--- config.mk ---
export PLATFORM = sky130hd
export DESIGN_NAME = button_conditioner_flat
export DESIGN_NICKNAME = d
export VERILOG_FILES = /design/src/rtl/button_conditioner_pkg.sv /design/src/rtl/button_conditioner_if.sv /design/src/rtl/button_conditioner_debounce_ch.sv /design/src/rtl/button_conditioner.sv /design/src/flat_wrapper.sv
export SDC_FILE = /design/constraint.sdc
export NUM_CORES = 1
export LEC_CHECK = 0
export ABC_AREA = 1
export BUFFER_PORTS_ARGS = -buffer_cell sky130_fd_sc_hd__buf_2
export CAP_MARGIN = 20
export CELL_PAD_IN_SITES_DETAIL_PLACEMENT = 1
export CELL_PAD_IN_SITES_GLOBAL_PLACEMENT = 1
export CORE_UTILIZATION = 30
export CTS_BUF_LIST = sky130_fd_sc_hd__clkbuf_2 sky130_fd_sc_hd__clkbuf_4 sky130_fd_sc_hd__clkbuf_8
export DETAILED_ROUTE_END_ITERATION = 7
export PLACE_DENSITY_LB_ADDON = 0.1
export SETUP_SLACK_MARGIN = 0.05
export SKIP_CTS_REPAIR_TIMING = 1
export SLEW_MARGIN = 30
export SYNTH_ARGS = -nofsm -noshare
export SYNTH_HDL_FRONTEND = slang
export SYNTH_SLANG_ARGS = --single-unit
--- constraint.sdc ---
create_clock -name clk -period 1.8 [get_ports clk]
set_input_delay 0.54 -clock clk [delete_from_list [all_inputs] [get_ports clk]]
set_output_delay 0.54 -clock clk [all_outputs]
set_load 0.005 [all_outputs]
--- src/rtl/button_conditioner_pkg.sv ---
// Shared stopwatch constants: button channel indices, system clock rate and
// the default debounce / long-press timings derived from it.
package stopwatch_pkg;

    // Channel index of each front-panel button on the btn_n_* buses.
    typedef enum int unsigned {
        BTN_INICIAR = 0,
        BTN_RESET   = 1,
        BTN_CONTAR  = 2,
        BTN_PAUSAR  = 3,
        BTN_PARAR   = 4
    } btn_idx_e;

    localparam int CLK_HZ        = 50_000_000;
    localparam int N_BTN_DEFAULT = 5;

    // Converts a duration in milliseconds into clk cycles.
    function automatic int ms_to_cycles(input int ms);
        return (CLK_HZ / 1000) * ms;
    endfunction

    // 10 ms debounce window and 1 s long-press hold.
    localparam int DB_CYCLES_DEFAULT   = ms_to_cycles(10);
    localparam int LONG_CYCLES_DEFAULT = ms_to_cycles(1000);

endpackage

--- src/rtl/button_conditioner_if.sv ---
// Button bus between the raw pins / consumer logic and the conditioner.
// master: drives raw pins, consumes conditioned outputs.
// slave : the conditioner itself.
interface button_conditioner_if #(
    parameter int N_BTN = 5
) ();
    logic [N_BTN-1:0] btn_n_raw;
    logic [N_BTN-1:0] btn_n_clean;
    logic [N_BTN-1:0] btn_press;
    logic [N_BTN-1:0] btn_release;
    logic [N_BTN-1:0] btn_long;

    modport master (
        output btn_n_raw,
        input  btn_n_clean,
        input  btn_press,
        input  btn_release,
        input  btn_long
    );

    modport slave (
        input  btn_n_raw,
        output btn_n_clean,
        output btn_press,
        output btn_release,
        output btn_long
    );
endinterface

--- src/rtl/button_conditioner_debounce_ch.sv ---
// Single button channel: synchroniser, debounce counter, press/release pulses
// and, when BUTTON_CONDITIONER_LONG_PRESS_EN is defined, a long-press pulse.
module btn_debounce_ch
    import stopwatch_pkg::*;
#(
    parameter int SYNC_STAGES = 2,
    parameter int DB_CYCLES   = DB_CYCLES_DEFAULT,
    parameter int LONG_CYCLES = LONG_CYCLES_DEFAULT
) (
    input  logic clk,
    input  logic rst_n,
    input  logic i_btn_n_raw,
    output logic o_btn_n_clean,
    output logic o_btn_press,
    output logic o_btn_release,
    output logic o_btn_long
);
    localparam int              DB_W    = $clog2(DB_CYCLES);
    localparam logic [DB_W-1:0] DB_LAST = DB_W'(DB_CYCLES - 1);

    logic [SYNC_STAGES-1:0] r_sync;
    logic [DB_W-1:0]        r_db_cnt;
    logic                   r_stable;
    logic                   r_press;
    logic                   r_release;
    logic                   w_sample;
    logic                   w_differs;
    logic                   w_accept;

    assign w_sample  = r_sync[SYNC_STAGES-1];
    assign w_differs = (w_sample != r_stable);
    // Terminal count reached with the sample still disagreeing: take the new level.
    assign w_accept  = w_differs && (r_db_cnt == DB_LAST);

    // Shift the asynchronous pin through the synchroniser chain (idle = released).
    always_ff @(posedge clk or negedge rst_n) begin
        if (!rst_n) r_sync <= '1;
        else        r_sync <= {r_sync[SYNC_STAGES-2:0], i_btn_n_raw};
    end

    // Count consecutive disagreeing samples; flip the level and pulse at terminal count.
    always_ff @(posedge clk or negedge rst_n) begin
        if (!rst_n) begin
            r_stable  <= 1'b1;
            r_db_cnt  <= '0;
            r_press   <= 1'b0;
            r_release <= 1'b0;
        end else begin
            r_press   <= w_accept &&  r_stable;
            r_release <= w_accept && !r_stable;
            if (!w_differs || w_accept) r_db_cnt <= '0;
            else                        r_db_cnt <= r_db_cnt + 1'b1;
            if (w_accept) r_stable <= w_sample;
        end
    end

    assign o_btn_n_clean = r_stable;
    assign o_btn_press   = r_press;
    assign o_btn_release = r_release;

`ifdef BUTTON_CONDITIONER_LONG_PRESS_EN
    localparam int                HOLD_W    = $clog2(LONG_CYCLES + 1);
    localparam logic [HOLD_W-1:0] HOLD_LAST = HOLD_W'(LONG_CYCLES);
    localparam logic [HOLD_W-1:0] HOLD_PRE  = HOLD_W'(LONG_CYCLES - 1);

    logic [HOLD_W-1:0] r_hold_cnt;
    logic              r_long;

    // Saturating hold timer while the clean level is pressed; one pulse per hold.
    always_ff @(posedge clk or negedge rst_n) begin
        if (!rst_n) begin
            r_hold_cnt <= '0;
            r_long     <= 1'b0;
        end else if (r_stable) begin
            r_hold_cnt <= '0;
            r_long     <= 1'b0;
        end else begin
            r_long <= (r_hold_cnt == HOLD_PRE);
            if (r_hold_cnt != HOLD_LAST) r_hold_cnt <= r_hold_cnt + 1'b1;
        end
    end

    assign o_btn_long = r_long;
`else
    assign o_btn_long = 1'b0;
`endif

endmodule

--- src/rtl/button_conditioner.sv ---
// Top of the button front end: N_BTN independent conditioning channels.
// Optional long-press pulses are built when BUTTON_CONDITIONER_LONG_PRESS_EN
// is defined; otherwise btn_long is tied low.
module button_conditioner
    import stopwatch_pkg::*;
#(
    parameter int N_BTN       = N_BTN_DEFAULT,
    parameter int SYNC_STAGES = 2,
    parameter int DB_CYCLES   = DB_CYCLES_DEFAULT,
    parameter int LONG_CYCLES = LONG_CYCLES_DEFAULT
) (
    input  logic                 clk,
    input  logic                 rst_n,
    button_conditioner_if.slave  bus
);
    logic [N_BTN-1:0] w_clean;
    logic [N_BTN-1:0] w_press;
    logic [N_BTN-1:0] w_release;
    logic [N_BTN-1:0] w_long;

    for (genvar gi = 0; gi < N_BTN; gi++) begin : g_ch
        btn_debounce_ch #(
            .SYNC_STAGES (SYNC_STAGES),
            .DB_CYCLES   (DB_CYCLES),
            .LONG_CYCLES (LONG_CYCLES)
        ) u_ch (
            .clk           (clk),
            .rst_n         (rst_n),
            .i_btn_n_raw   (bus.btn_n_raw[gi]),
            .o_btn_n_clean (w_clean[gi]),
            .o_btn_press   (w_press[gi]),
            .o_btn_release (w_release[gi]),
            .o_btn_long    (w_long[gi])
        );
    end

    assign bus.btn_n_clean = w_clean;
    assign bus.btn_press   = w_press;
    assign bus.btn_release = w_release;
    assign bus.btn_long    = w_long;

endmodule

--- src/flat_wrapper.sv ---
// flat-port wrapper written by rule: the top's interface ports become plain ports
module button_conditioner_flat import stopwatch_pkg::*;
#(
    parameter int N_BTN       = N_BTN_DEFAULT,
    parameter int SYNC_STAGES = 2,
    parameter int DB_CYCLES   = DB_CYCLES_DEFAULT,
    parameter int LONG_CYCLES = LONG_CYCLES_DEFAULT
)
  (clk, rst_n, bus_btn_n_raw, bus_btn_n_clean, bus_btn_press, bus_btn_release, bus_btn_long);
  button_conditioner_if #(.N_BTN(N_BTN)) bus_i ();
  input  logic clk;
  input  logic rst_n;
  input wire logic [$bits(bus_i.btn_n_raw)-1:0] bus_btn_n_raw;
  output wire logic [$bits(bus_i.btn_n_clean)-1:0] bus_btn_n_clean;
  output wire logic [$bits(bus_i.btn_press)-1:0] bus_btn_press;
  output wire logic [$bits(bus_i.btn_release)-1:0] bus_btn_release;
  output wire logic [$bits(bus_i.btn_long)-1:0] bus_btn_long;
  assign bus_i.btn_n_raw = bus_btn_n_raw;
  assign bus_btn_n_clean = bus_i.btn_n_clean;
  assign bus_btn_press = bus_i.btn_press;
  assign bus_btn_release = bus_i.btn_release;
  assign bus_btn_long = bus_i.btn_long;
  button_conditioner #(.N_BTN(N_BTN), .SYNC_STAGES(SYNC_STAGES), .DB_CYCLES(DB_CYCLES), .LONG_CYCLES(LONG_CYCLES)) u_core (.clk(clk), .rst_n(rst_n), .bus(bus_i));
endmodule
### Word level (Yosys, flattened, before mapping)

Cells that the tools add are included.

| word-level totals | value |
|---|---|
| output and inout port bits | 20 |
| flip-flop bits (word level) | 120 |
| bits in latches | 0 |
| memory bits (read-only) | 0 |
| RAM bits | 0 |
| bits of input ports | 7 |
| memories | 0 |

| cells by class | value |
|---|---|
| bitwise operators | 0 |
| eq/ne operators | 10 |
| muxes and demuxes | 5 |
| magnitude comparators | 0 |
| div/mod/pow operators | 0 |
| reduce and logical (&&, ||, !) cells | 30 |
| shift operators | 0 |
| add/subtract/negate cells | 5 |
| multipliers | 0 |

Operator list:

| kind | count |
|---|---|
| 19-bit by 1-bit adder with 19-bit output, second input constant | 5 |
| 19-bit equality test, second input constant | 5 |
| 19-bit 2-to-1 mux | 5 |
| 1-bit logical AND | 15 |
| 1-bit zero test | 10 |
| 1-bit logical OR | 5 |
| 1-bit != test | 5 |

### Depth between registers and ports, before layout

Gate-level depths: netlist of run 1.

| depth | value |
|---|---|
| word-level depth | 4 |
| gate-level depth with buffers | 9 |
| gate-level depth less buffers | 9 |

### Hierarchy

A second synthesis of run 1 with hierarchy kept.

| second synthesis, totals | value |
|---|---|
| cells, all modules | 790 |
| area, all modules | 6281.0 sq um |

By module, submodules not included:

| module | area an instance (sq um) | instances | cells an instance |
|---|---|---|---|
| btn_debounce_ch | 1256.2 | 5 | 158 |

### Worst setup path after synthesis of run 1

No wires, ideal clock.

| timing | value |
|---|---|
| path kind | register to register |
| from | register u_core.g_ch[3].u_ch.r_db_cnt[0] |
| to | register u_core.g_ch[3].u_ch.r_db_cnt[16] |
| required time | 1681 ps |
| slack | 442 ps |
| cell stages (with the launch flop) | 8 |
| library setup time | 119 ps |
| arrival | 1239 ps |
| cell sequence | dfrtp_1 > ha_1 > nand2_1 > nor2_4 > nand3_2 > nand2_4 > buf_6 > nor2_1 |

| on the way | value |
|---|---|
| word-level cells in the longest chain between the ends | 4 |
| elaborated cells on any way between the ends | 5 |
| classes of those cells | add/sub: 1; eq/ne: 1; mux: 1; reduce/logical: 2 |

RTL lines:

| what | RTL line | source |
|---|---|---|
| start, declared | button_conditioner_debounce_ch.sv:22 | `logic [DB_W-1:0] r_db_cnt;` |
| start signal, assigned | button_conditioner_debounce_ch.sv:52 | `else r_db_cnt <= r_db_cnt + 1'b1;` |
| parallel branches: the longest is 3 deep, another holds 19-bit by 1-bit adder with 19-bit output | - |  |
| 19-bit 2-to-1 mux * | button_conditioner_debounce_ch.sv:51 | `if (!w_differs \|\| w_accept) r_db_cnt <= '0;` |

Every way passes the cells marked *.
A chain may end at the register's enable or synchronous reset.

### Final worst setup path of run 1

| timing | value |
|---|---|
| from | register u_core.g_ch[2].u_ch.r_stable |
| to | output bus_btn_n_clean[2] |

RTL lines:

| what | RTL line | source |
|---|---|---|
| start, declared | button_conditioner_debounce_ch.sv:23 | `logic r_stable;` |
| start signal, assigned | button_conditioner_debounce_ch.sv:53 | `if (w_accept) r_stable <= w_sample;` |
| end, declared | flat_wrapper.sv:14 | `output wire logic [$bits(bus_i.btn_n_clean)-1:0] bus_btn_n_clean;` |

No word-level cell between the ends.

==> results by group, run 1 <==
Global route
  – Largest net degree at the start of global routing: 55
  – Total congestion overflow: 0
  – Initial antenna violation count: 0
  – First-pass GRT wire length: around 26,000 µm
  – Total track usage: 14.7%
  – Vias in the first global route: between 5,000 and 6,000

Floorplan
  – Die Area: roughly 0.022 mm²
  – Die Height: 148 µm
  – Die Wd: 148 µm
  – Initial core utilization: a little under a third
  – Core area: about 0.021 mm²
  – # IOs: 27
  – Core Rows: 53

Timing
  – Final Hold Viols: 0
  – Min cycle time layout: 1650 ps
  – RSZ-0062 raised after global routing: no
  – Period utilisation layout: about nine tenths
  – Setup TNS: 0 ps
  – Final setup vio count: 0
  – Fmax: 0.608 GHz
  – Clock Skews: about 18 ps
  – Slew Limit Fails: 0
  – Min Hold Slack: 197 ps

Synth
  – Syn_area_per_cell: 7.92 µm²
  – Synth unique cells: 29
  – Top_reg_cell synth: dfrtp_1
  – Area leader, netlist: dfrtp_1
  – Sequential-to-total area share from yosys stat: between 40% and 50%
  – Async SR Flop Fraction: 100%
  – Yosys reg bits: 120
  – Post-synth EDFFs: 0
  – Top cell type's share of synthesized area: about two fifths
  – Largest cells by area after synthesis: dfrtp_1 (41%), nor2_1 (11%), nand2_1 (11%)
  – Most common cell in the netlist: nor2_1
  – Yosys warnings: 0
  – Synth Cell Area: roughly 0.0064 mm²
  – Top cells by count, synth: nor2_1 (190), nand2_1 (183), dfrtp_1 (105)
  – Post-Syn Instances: approximately 810

Clock tree
  – Clock Path Buffers: 2
  – Clock Latency Late Sink: ~440 ps
  – Clk sink count: 120
  – H-tree Lvls: 4
  – TritonCTS clock tree: yes
  – TritonCTS Buffers: 17
  – Reg clk slew, reported paths: 80 ps
  – Root Buffer: clkbuf_8

Drt
  – DR iter-0 viols: between 150 and 200
  – WL/cell: 13.1 µm
  – Overall via count from detail_route: 5,017
  – DR pass1 iterations: 4
  – Detail Route Antenna Nets: 0
  – Remaining DRCs: 0
  – Vias per inst: between 4 and 5
  – Final wirelength: 14,600 µm

Power
  – Clock power share: 46.1%
  – Comb power frac: 3.6%
  – VDD IR max: about 320 µV
  – Power Density: 772 mW/mm²
  – Total power: 5520 µW
  – Int Power: ~4300 µW
  – Sw Ratio: 22.9%
  – Leak: roughly 0.0030 µW
  – Switching pwr: 1270 µW
  – Seq pwr share: 50.3%

Critical path
  – WP data required: 1260 ps
  – CP Max Fanout: 4
  – Critical path buffers and inverters: 1
  – Arr. time, crit path: 1110 ps
  – Crit path largest cell delay: about 560 ps
  – Critical-path cell list: buf_2
  – CP endpoint kind: primary output
  – Kind of critical path: register to primary output
  – Top delay family on crit path: flip-flops
  – Worst setup SP type: register
  – Slowest CP cell: dfstp_2

Placement
  – Port Buf Inserts: 21
  – Detailed Place HPWL: 10,900 µm
  – GP Congestion: 0.806

Layout
  – NumNets Final: 846
  – # fillers: 2,542
  – Share of cells above drive strength 1: roughly 14%
  – P&R area growth vs syn: 11.2%
  – Diode count: 0

Job
  – Max_cap viols: 0

Outcome
  – Status: completed

Min path
  – Hold Path Class: input pin to register
## per-layer routing
metal / routed length (µm) / vias up / track usage, %
met1: 7250 / 2439 / 19.1
met4: 158 / 0 / 4.18
li1: - / 2521 / -
met5: 0 / - / 0
met3: 332 / 15 / 3.25
met2: 6900 / 42 / 24.3
## power groups by stage
stage                     combinational, µW  clock [µW]  sequential (µW)
after global routing                    234        2770             2780
final                                   197        2550             2780
after CTS                               205        2640             2780
after global placement                  196           0             2820
after floorplan                         120           0             2820
after detailed placement                204           0             2830
## metrics by stage
step | std cells | utilization [%] | setup slack, ps | instance area [µm²]
6_report | 1122 | 34.0 | 154 | 7150
5_1_grt | 1122 | 34.0 | 79.9 | 7150
3_3_place_gp | 1089 | 32.0 | 207 | 6730
2_1_floorplan | 816 | - | 442 | 6450
3_5_place_dp | 1089 | 32.0 | 164 | 6730
4_1_cts | 1121 | 33.9 | 108 | 7130
## layout by cell type (no fill, tap or decap), types with 6 or more instances in the layout
cell type / n
o21bai_1: 7
nand4_1: 12
clkbuf_8: 18
a21oi_1: 6
nor2_2: 29
buf_2: 20
dfstp_2: 15
xnor2_1: 20
nor3_1: 10
dfrtp_1: 105
xor2_1: 41
nor2_1: 190
nand3_1: 58
nand2_1: 183
clkinv_2: 6
inv_1: 79
## final timing paths
kind / from / to / slack [ps] / depth (start not counted)
setup / recovery: u_core.g_ch[2].u_ch.o_btn_n_clean / bus_btn_n_clean[2] / 150 / 1
hold / removal: bus_btn_n_raw[0] / u_core.g_ch[0].u_ch.r_sync[0] / 200 / 1
setup reg to reg: u_core.g_ch[2].u_ch.r_db_cnt[0] / u_core.g_ch[2].u_ch.r_db_cnt[10] / 240 / 7
hold reg to reg: u_core.g_ch[3].u_ch.r_sync[0] / u_core.g_ch[3].u_ch.r_sync[1] / 360 / 0
max in group asynchronous: rst_n / u_core.g_ch[2].u_ch.o_btn_n_clean / 630 / 3
min in group asynchronous: rst_n / u_core.g_ch[1].u_ch.r_db_cnt[11] / 530 / 2
## logic make-up after synthesis
group           synth area share [%]
compound gates                  1.59
xor+xnor                        8.30
fa+ha+maj                      0.972
buf+inv                         8.01
flops                           47.0
other cells                   0.0583
simple gates                    34.1
## flip-flops by register name (all words and copies together) (netlist names)
| name | count |
|---|---|
| u_core.g_ch.u_ch.o_btn_n_clean | 5 |
| u_core.g_ch.u_ch.o_btn_press | 5 |
| u_core.g_ch.u_ch.o_btn_release | 5 |
| u_core.g_ch.u_ch.r_db_cnt | 95 |
| u_core.g_ch.u_ch.r_sync | 10 |
## final cells by class
| type | count | area [µm²] | area share [%] |
|---|---|---|---|
| flip-flops and latches | 120 | 3020 | 42.2 |
| clock buffers | 22 | 278 | 3.88 |
| multi-input cells | 591 | 2920 | 40.9 |
| well taps | 275 | 344 | 4.81 |
| clock inverters | 10 | 128 | 1.78 |
| inverters | 80 | 300 | 4.20 |
| repair buffers | 24 | 158 | 2.20 |
Power figures use the tool's default switching activity.
==> run 2, diff against run 1 <==
- CTS_BUF_LIST: sky130_fd_sc_hd__clkbuf_2 sky130_fd_sc_hd__clkbuf_4 sky130_fd_sc_hd__clkbuf_8 -> sky130_fd_sc_hd__clkbuf_4
==> run 2 against run 1 <==
Sequential cell count is the same. Critical path depth stayed put. Sequential power about the same. Worst hold slack worse by 110 ps. Clock-buffer cell count decreased by 1. Cell area decreased by 0.73%. Die area is the same. Via count increased by 0.44%. Critical path type unchanged.
==> results by group, run 2 (synthesized netlist as in run 1, its figures left out) <==
Floorplan
  – # IOs: 27
  – Die Area: ~0.022 mm²
  – Core Rows: 53
  – Initial core utilization: 30.6%
  – Die Height: around 150 µm
  – Core area: between 0.02 and 0.025 mm²
  – Die Wd: approximately 150 µm

Power
  – Leak: 0.00302 µW
  – Total power: 5010 µW
  – Power Density: 706 mW/mm²
  – VDD IR max: 274 µV

Timing
  – Fmax: between 0.5 and 0.6 GHz
  – Clock Skews: 25.0 ps
  – RSZ-0062 raised after global routing: yes
  – Slew Limit Fails: 0
  – Worst Setup Slack, final: ~62 ps
  – Min cycle time layout: around 1700 ps
  – Period utilisation layout: 96.5%
  – Final Hold Viols: 0
  – Final setup vio count: 0

Drt
  – Detail Route Antenna Nets: 0
  – DR pass1 iterations: 4
  – Overall via count from detail_route: 5,039
  – WL/cell: 13.0 µm
  – DR iter-0 viols: 184
  – Remaining DRCs: 0
  – Vias per inst: 4.46
  – Final wirelength: 14,700 µm

Critical path
  – Crit path largest cell delay: 560 ps
  – CP endpoint kind: primary output
  – CP Max Fanout: 4
  – Critical-path cell list: buf_2
  – Arr. time, crit path: 1200 ps
  – Top delay family on crit path: flip-flops
  – Reg-to-reg startpoint: u_core.g_ch[2].u_ch.r_db_cnt[0]
  – Critical path launch point: u_core.g_ch[2].u_ch.o_btn_n_clean
  – Slowest CP cell: dfstp_2
  – WP data required: 1260 ps
  – Critical path buffers and inverters: 1
  – Kind of critical path: register to primary output
  – Worst setup SP type: register

Global route
  – Largest net degree at the start of global routing: 55
  – Total track usage: 14.8%
  – Total congestion overflow: 0
  – First-pass GRT wire length: 25,700 µm
  – Initial antenna violation count: 1
  – Vias in the first global route: 5,257

Layout
  – Share of cells above drive strength 1: roughly 15%
  – Multi-input logic area: 0.00292 mm²
  – Register Area: roughly 0.0030 mm²
  – Core Util, Final: 33.8%
  – Commonest non-fill, non-tap cell in the layout: nor2_1
  – Most frequent cells in the layout: nor2_1 (190), nand2_1 (183), dfrtp_1 (105)
  – P&R area growth vs syn: 10.3%
  – Largest Register: u_core.g_ch.u_ch.r_db_cnt
  – Max reg flops: 95
  – # fillers: 2,559
  – Largest regs: u_core.g_ch.u_ch.r_db_cnt (95), u_core.g_ch.u_ch.r_sync (10)
  – NumNets Final: ~850

Min path
  – Hold Path Class: input pin to register
  – HP Start: bus_btn_n_raw[0]

Clock tree
  – TritonCTS clock tree: yes
  – H-tree Lvls: 4
  – Clock Latency Late Sink: 540 ps
  – Clock Path Buffers: 2
  – Root Buffer: clkbuf_4
  – TritonCTS Buffers: 17
  – Reg clk slew, reported paths: about 120 ps
  – Clk sink count: 120

Placement
  – Place WS: approximately 160 ps
  – GP Congestion: a little over 0.8
  – Detailed Place HPWL: around 11,000 µm
  – Port Buf Inserts: 21

Outcome
  – Status: completed

Job
  – Max_cap viols: 0
[run 2: cell types whose count changed in the layout (fill, tap and decap cells not counted), sizes merged]
cell and delta:
buf +7, clkbuf -1, diode +2, clkinv +1
[run 2: through the flow]
stage | instance area, µm² | hold slack (ps) | TNS, ps | instances
global route | 7100 | 18.7 | -96.1 | 1131
detailed placement | 6730 | 347 | 0 | 1089
global placement | 6730 | 346 | 0 | 1089
finish | 7100 | 88.3 | 0 | 1131
CTS | 7010 | -170 | -64.2 | 1121
floorplan | 6450 | 244 | 0 | 816
[run 2: final cells by class]
cell class | count | area share [%]
clock inverters | 11 | 1.85
flip-flops and latches | 120 | 42.6
inverters | 80 | 4.23
well taps | 275 | 4.85
clock buffers | 21 | 2.22
diodes | 2 | 0.0705
repair buffers | 31 | 3.05
multi-input cells | 591 | 41.2
[run 2: per-layer routing]
layer  wire length [µm]  global-route usage [%]  up-vias
li1                   -                       -     2538
met1               7250                    19.1     2450
met2               6990                    24.4       39
met3                320                    3.53       12
met4                141                    4.33        0
met5                  0                       0        -
[run 2: final timing paths]
kind / to / slack [ps] / cells after the start
max in group asynchronous: u_core.g_ch[2].u_ch.o_btn_n_clean / 740 / 3
max reg2reg: u_core.g_ch[2].u_ch.r_db_cnt[10] / 230 / 7
min: u_core.g_ch[0].u_ch.r_sync[0] / 90 / 1
min reg2reg: u_core.g_ch[3].u_ch.r_sync[1] / 360 / 0
min in group asynchronous: u_core.g_ch[1].u_ch.r_db_cnt[11] / 430 / 2
max: bus_btn_n_clean[2] / 60 / 1
[run 2: power by group]
part / internal [µW] / switching, µW / total, µW
Combinational: 56.8 / 140 / 196
Clock: 1010 / 1030 / 2040
Sequential: 2740 / 32.1 / 2780
==> run 3, diff against run 2 <==
- CELL_PAD_IN_SITES_DETAIL_PLACEMENT: 1 -> 0
- clock period: 1.8 -> 1.5 ns (I/O delays scaled with it)
==> run 3 against run 2 <==
The flow now finishes with violations (negative setup slack). Critical path depth unchanged. Sequential power up 20%. Combinational power up 72%. Cell count up 3.7%. Worst hold slack better by 220 ps.
==> results by group, run 3 (synthesized netlist as in run 1, its figures left out) <==
Drt
  – Remaining DRCs: 0
  – WL/cell: roughly 12 µm
  – Detail Route Antenna Nets: 0
  – DR pass1 iterations: 4
  – Overall via count from detail_route: 5,146
  – Vias per inst: 4.39
  – Final wirelength: approximately 14,000 µm
  – DR iter-0 viols: 222

Global route
  – Vias in the first global route: approximately 5,000
  – Largest net degree at the start of global routing: 54
  – Initial antenna violation count: 1
  – First-pass GRT wire length: 24,000 µm
  – Total congestion overflow: 0
  – Total track usage: a little over an eighth

Timing
  – Slew Limit Fails: 0
  – Min cycle time layout: around 1700 ps
  – Fmax: ~0.60 GHz
  – Worst Setup Slack, final: -171 ps
  – Final Hold Viols: 0
  – Clock Skews: approximately 26 ps
  – Final setup vio count: 5
  – RSZ-0062 raised after global routing: yes
  – Period utilisation layout: 111%

Clock tree
  – TritonCTS Buffers: 17
  – Clk sink count: 120
  – Clock Latency Late Sink: roughly 540 ps
  – Clock Path Buffers: 2
  – Root Buffer: clkbuf_4
  – H-tree Lvls: 4
  – TritonCTS clock tree: yes
  – Reg clk slew, reported paths: 120 ps

Layout
  – Share of cells above drive strength 1: 24.7%
  – Largest regs: u_core.g_ch.u_ch.r_db_cnt (95), u_core.g_ch.u_ch.r_sync (10)
  – Largest Register: u_core.g_ch.u_ch.r_db_cnt
  – Fin cells: ~1,200
  – Max reg flops: 95
  – Commonest non-fill, non-tap cell in the layout: nand2_1
  – Post-route cell area: 0.00796 mm²
  – P&R area growth vs syn: 23.7%
  – Core Util, Final: 37.9%
  – Register Area: approximately 0.0030 mm²
  – NumNets Final: around 900
  – # fillers: 2,186
  – Most frequent cells in the layout: nand2_1 (171), nor2_1 (163), dfrtp_1 (101)
  – Multi-input logic area: 0.00339 mm²

Critical path
  – CP endpoint kind: primary output
  – Crit path largest cell delay: 590 ps
  – CP Max Fanout: 4
  – Slowest CP cell: dfstp_2
  – Critical path buffers and inverters: 1
  – Worst setup SP type: register
  – Arr. time, crit path: 1220 ps
  – Top delay family on crit path: flip-flops
  – Kind of critical path: register to primary output
  – Critical-path cell list: buf_6
  – WP data required: 1050 ps

Power
  – Clock power share: 41.5%
  – Int Power: ~4800 µW
  – VDD IR max: about 450 µV
  – Seq pwr share: 53.1%
  – Switching pwr: 1490 µW
  – Leak: ~0.0033 µW
  – Comb power frac: 5.4%
  – Power Density: 789 mW/mm²
  – Sw Ratio: roughly a quarter

Floorplan
  – Initial core utilization: between 30% and 40%
  – Die Wd: 148 µm
  – Die Area: 0.0220 mm²
  – Die Height: 148 µm
  – Core area: 0.0210 mm²
  – Core Rows: 53
  – # IOs: 27

Placement
  – Placed Area: 0.00689 mm²
  – GP Congestion: 0.825
  – Place WS: 50.6 ps
  – Port Buf Inserts: 21
  – Detailed Place HPWL: 9930 µm
  – Inst Count DP: between 1,000 and 1,500

Min path
  – Hold Path Class: input pin to async pin

Outcome
  – Status: complete, but fails checks
  – Failing checks: negative setup slack

Job
  – Max_cap viols: 0
[run 3: cell count changes in the layout (fill, tap and decap cells not counted), moves of 5 or more]
cell	change
nor2_1	-27
buf_6	+6
nand2_1	-12
nand2_2	+12
buf_4	+24
nor2_2	+13
nor2_4	+14
xor2_1	-6
nand2_8	+8
dlygate4sd3_1	+5
nand3_4	+5
[run 3: metrics by stage]
stage / setup TNS (ps) / total power [µW] / hold WS [ps]
after floorplan: 0 / 3530 / 154
after global placement: 0 / 3630 / 317
after detailed placement: 0 / 3640 / 316
after CTS: -1400 / 6320 / -300
after global routing: -1990 / 6610 / 269
final: -729 / 6280 / 309
[run 3: cell type report]
class / count / share of cell area (%)
antenna: 1 / 0.0314
multi-input combinational: 598 / 42.6
clock inverter: 11 / 1.95
sequential: 120 / 38.0
inverter: 80 / 3.77
clock buffer: 21 / 1.98
timing repair buffer: 67 / 7.28
tap: 275 / 4.32
[run 3: path summary, 6_finish.rpt]
kind	startpoint	end	slack [ps]	depth (start not counted)
max reg2reg	u_core.g_ch[2].u_ch.r_db_cnt[1]	u_core.g_ch[2].u_ch.r_db_cnt[12]	60	7
min reg2reg	u_core.g_ch[4].u_ch.r_sync[0]	u_core.g_ch[4].u_ch.r_sync[1]	360	0
min in group clk	u_core.g_ch[4].u_ch.r_sync[0]	u_core.g_ch[4].u_ch.r_sync[1]	360	0
max in group asynchronous	rst_n	u_core.g_ch[2].u_ch.r_sync[1]	600	3
min	rst_n	u_core.g_ch[1].u_ch.r_db_cnt[7]	310	2
max	u_core.g_ch[2].u_ch.o_btn_n_clean	bus_btn_n_clean[2]	-170	1
[run 3: per-layer routing]
| layer | GRT usage (%) | vias to the layer above | share of wire [%] |
|---|---|---|---|
| li1 | - | 2642 | - |
| met1 | 18.0 | 2430 | 50 |
| met2 | 21.7 | 60 | 46 |
| met3 | 3.47 | 14 | 3.1 |
| met4 | 4.74 | 0 | 1.3 |
| met5 | 0 | - | 0 |
[run 3: power by group through the flow]
stage	Combinational, µW	Clock [µW]	Sequential (µW)
detailed placement	253	0	3390
floorplan	144	0	3380
CTS	254	2740	3330
global route	389	2880	3340
global placement	246	0	3390
finish	337	2610	3330
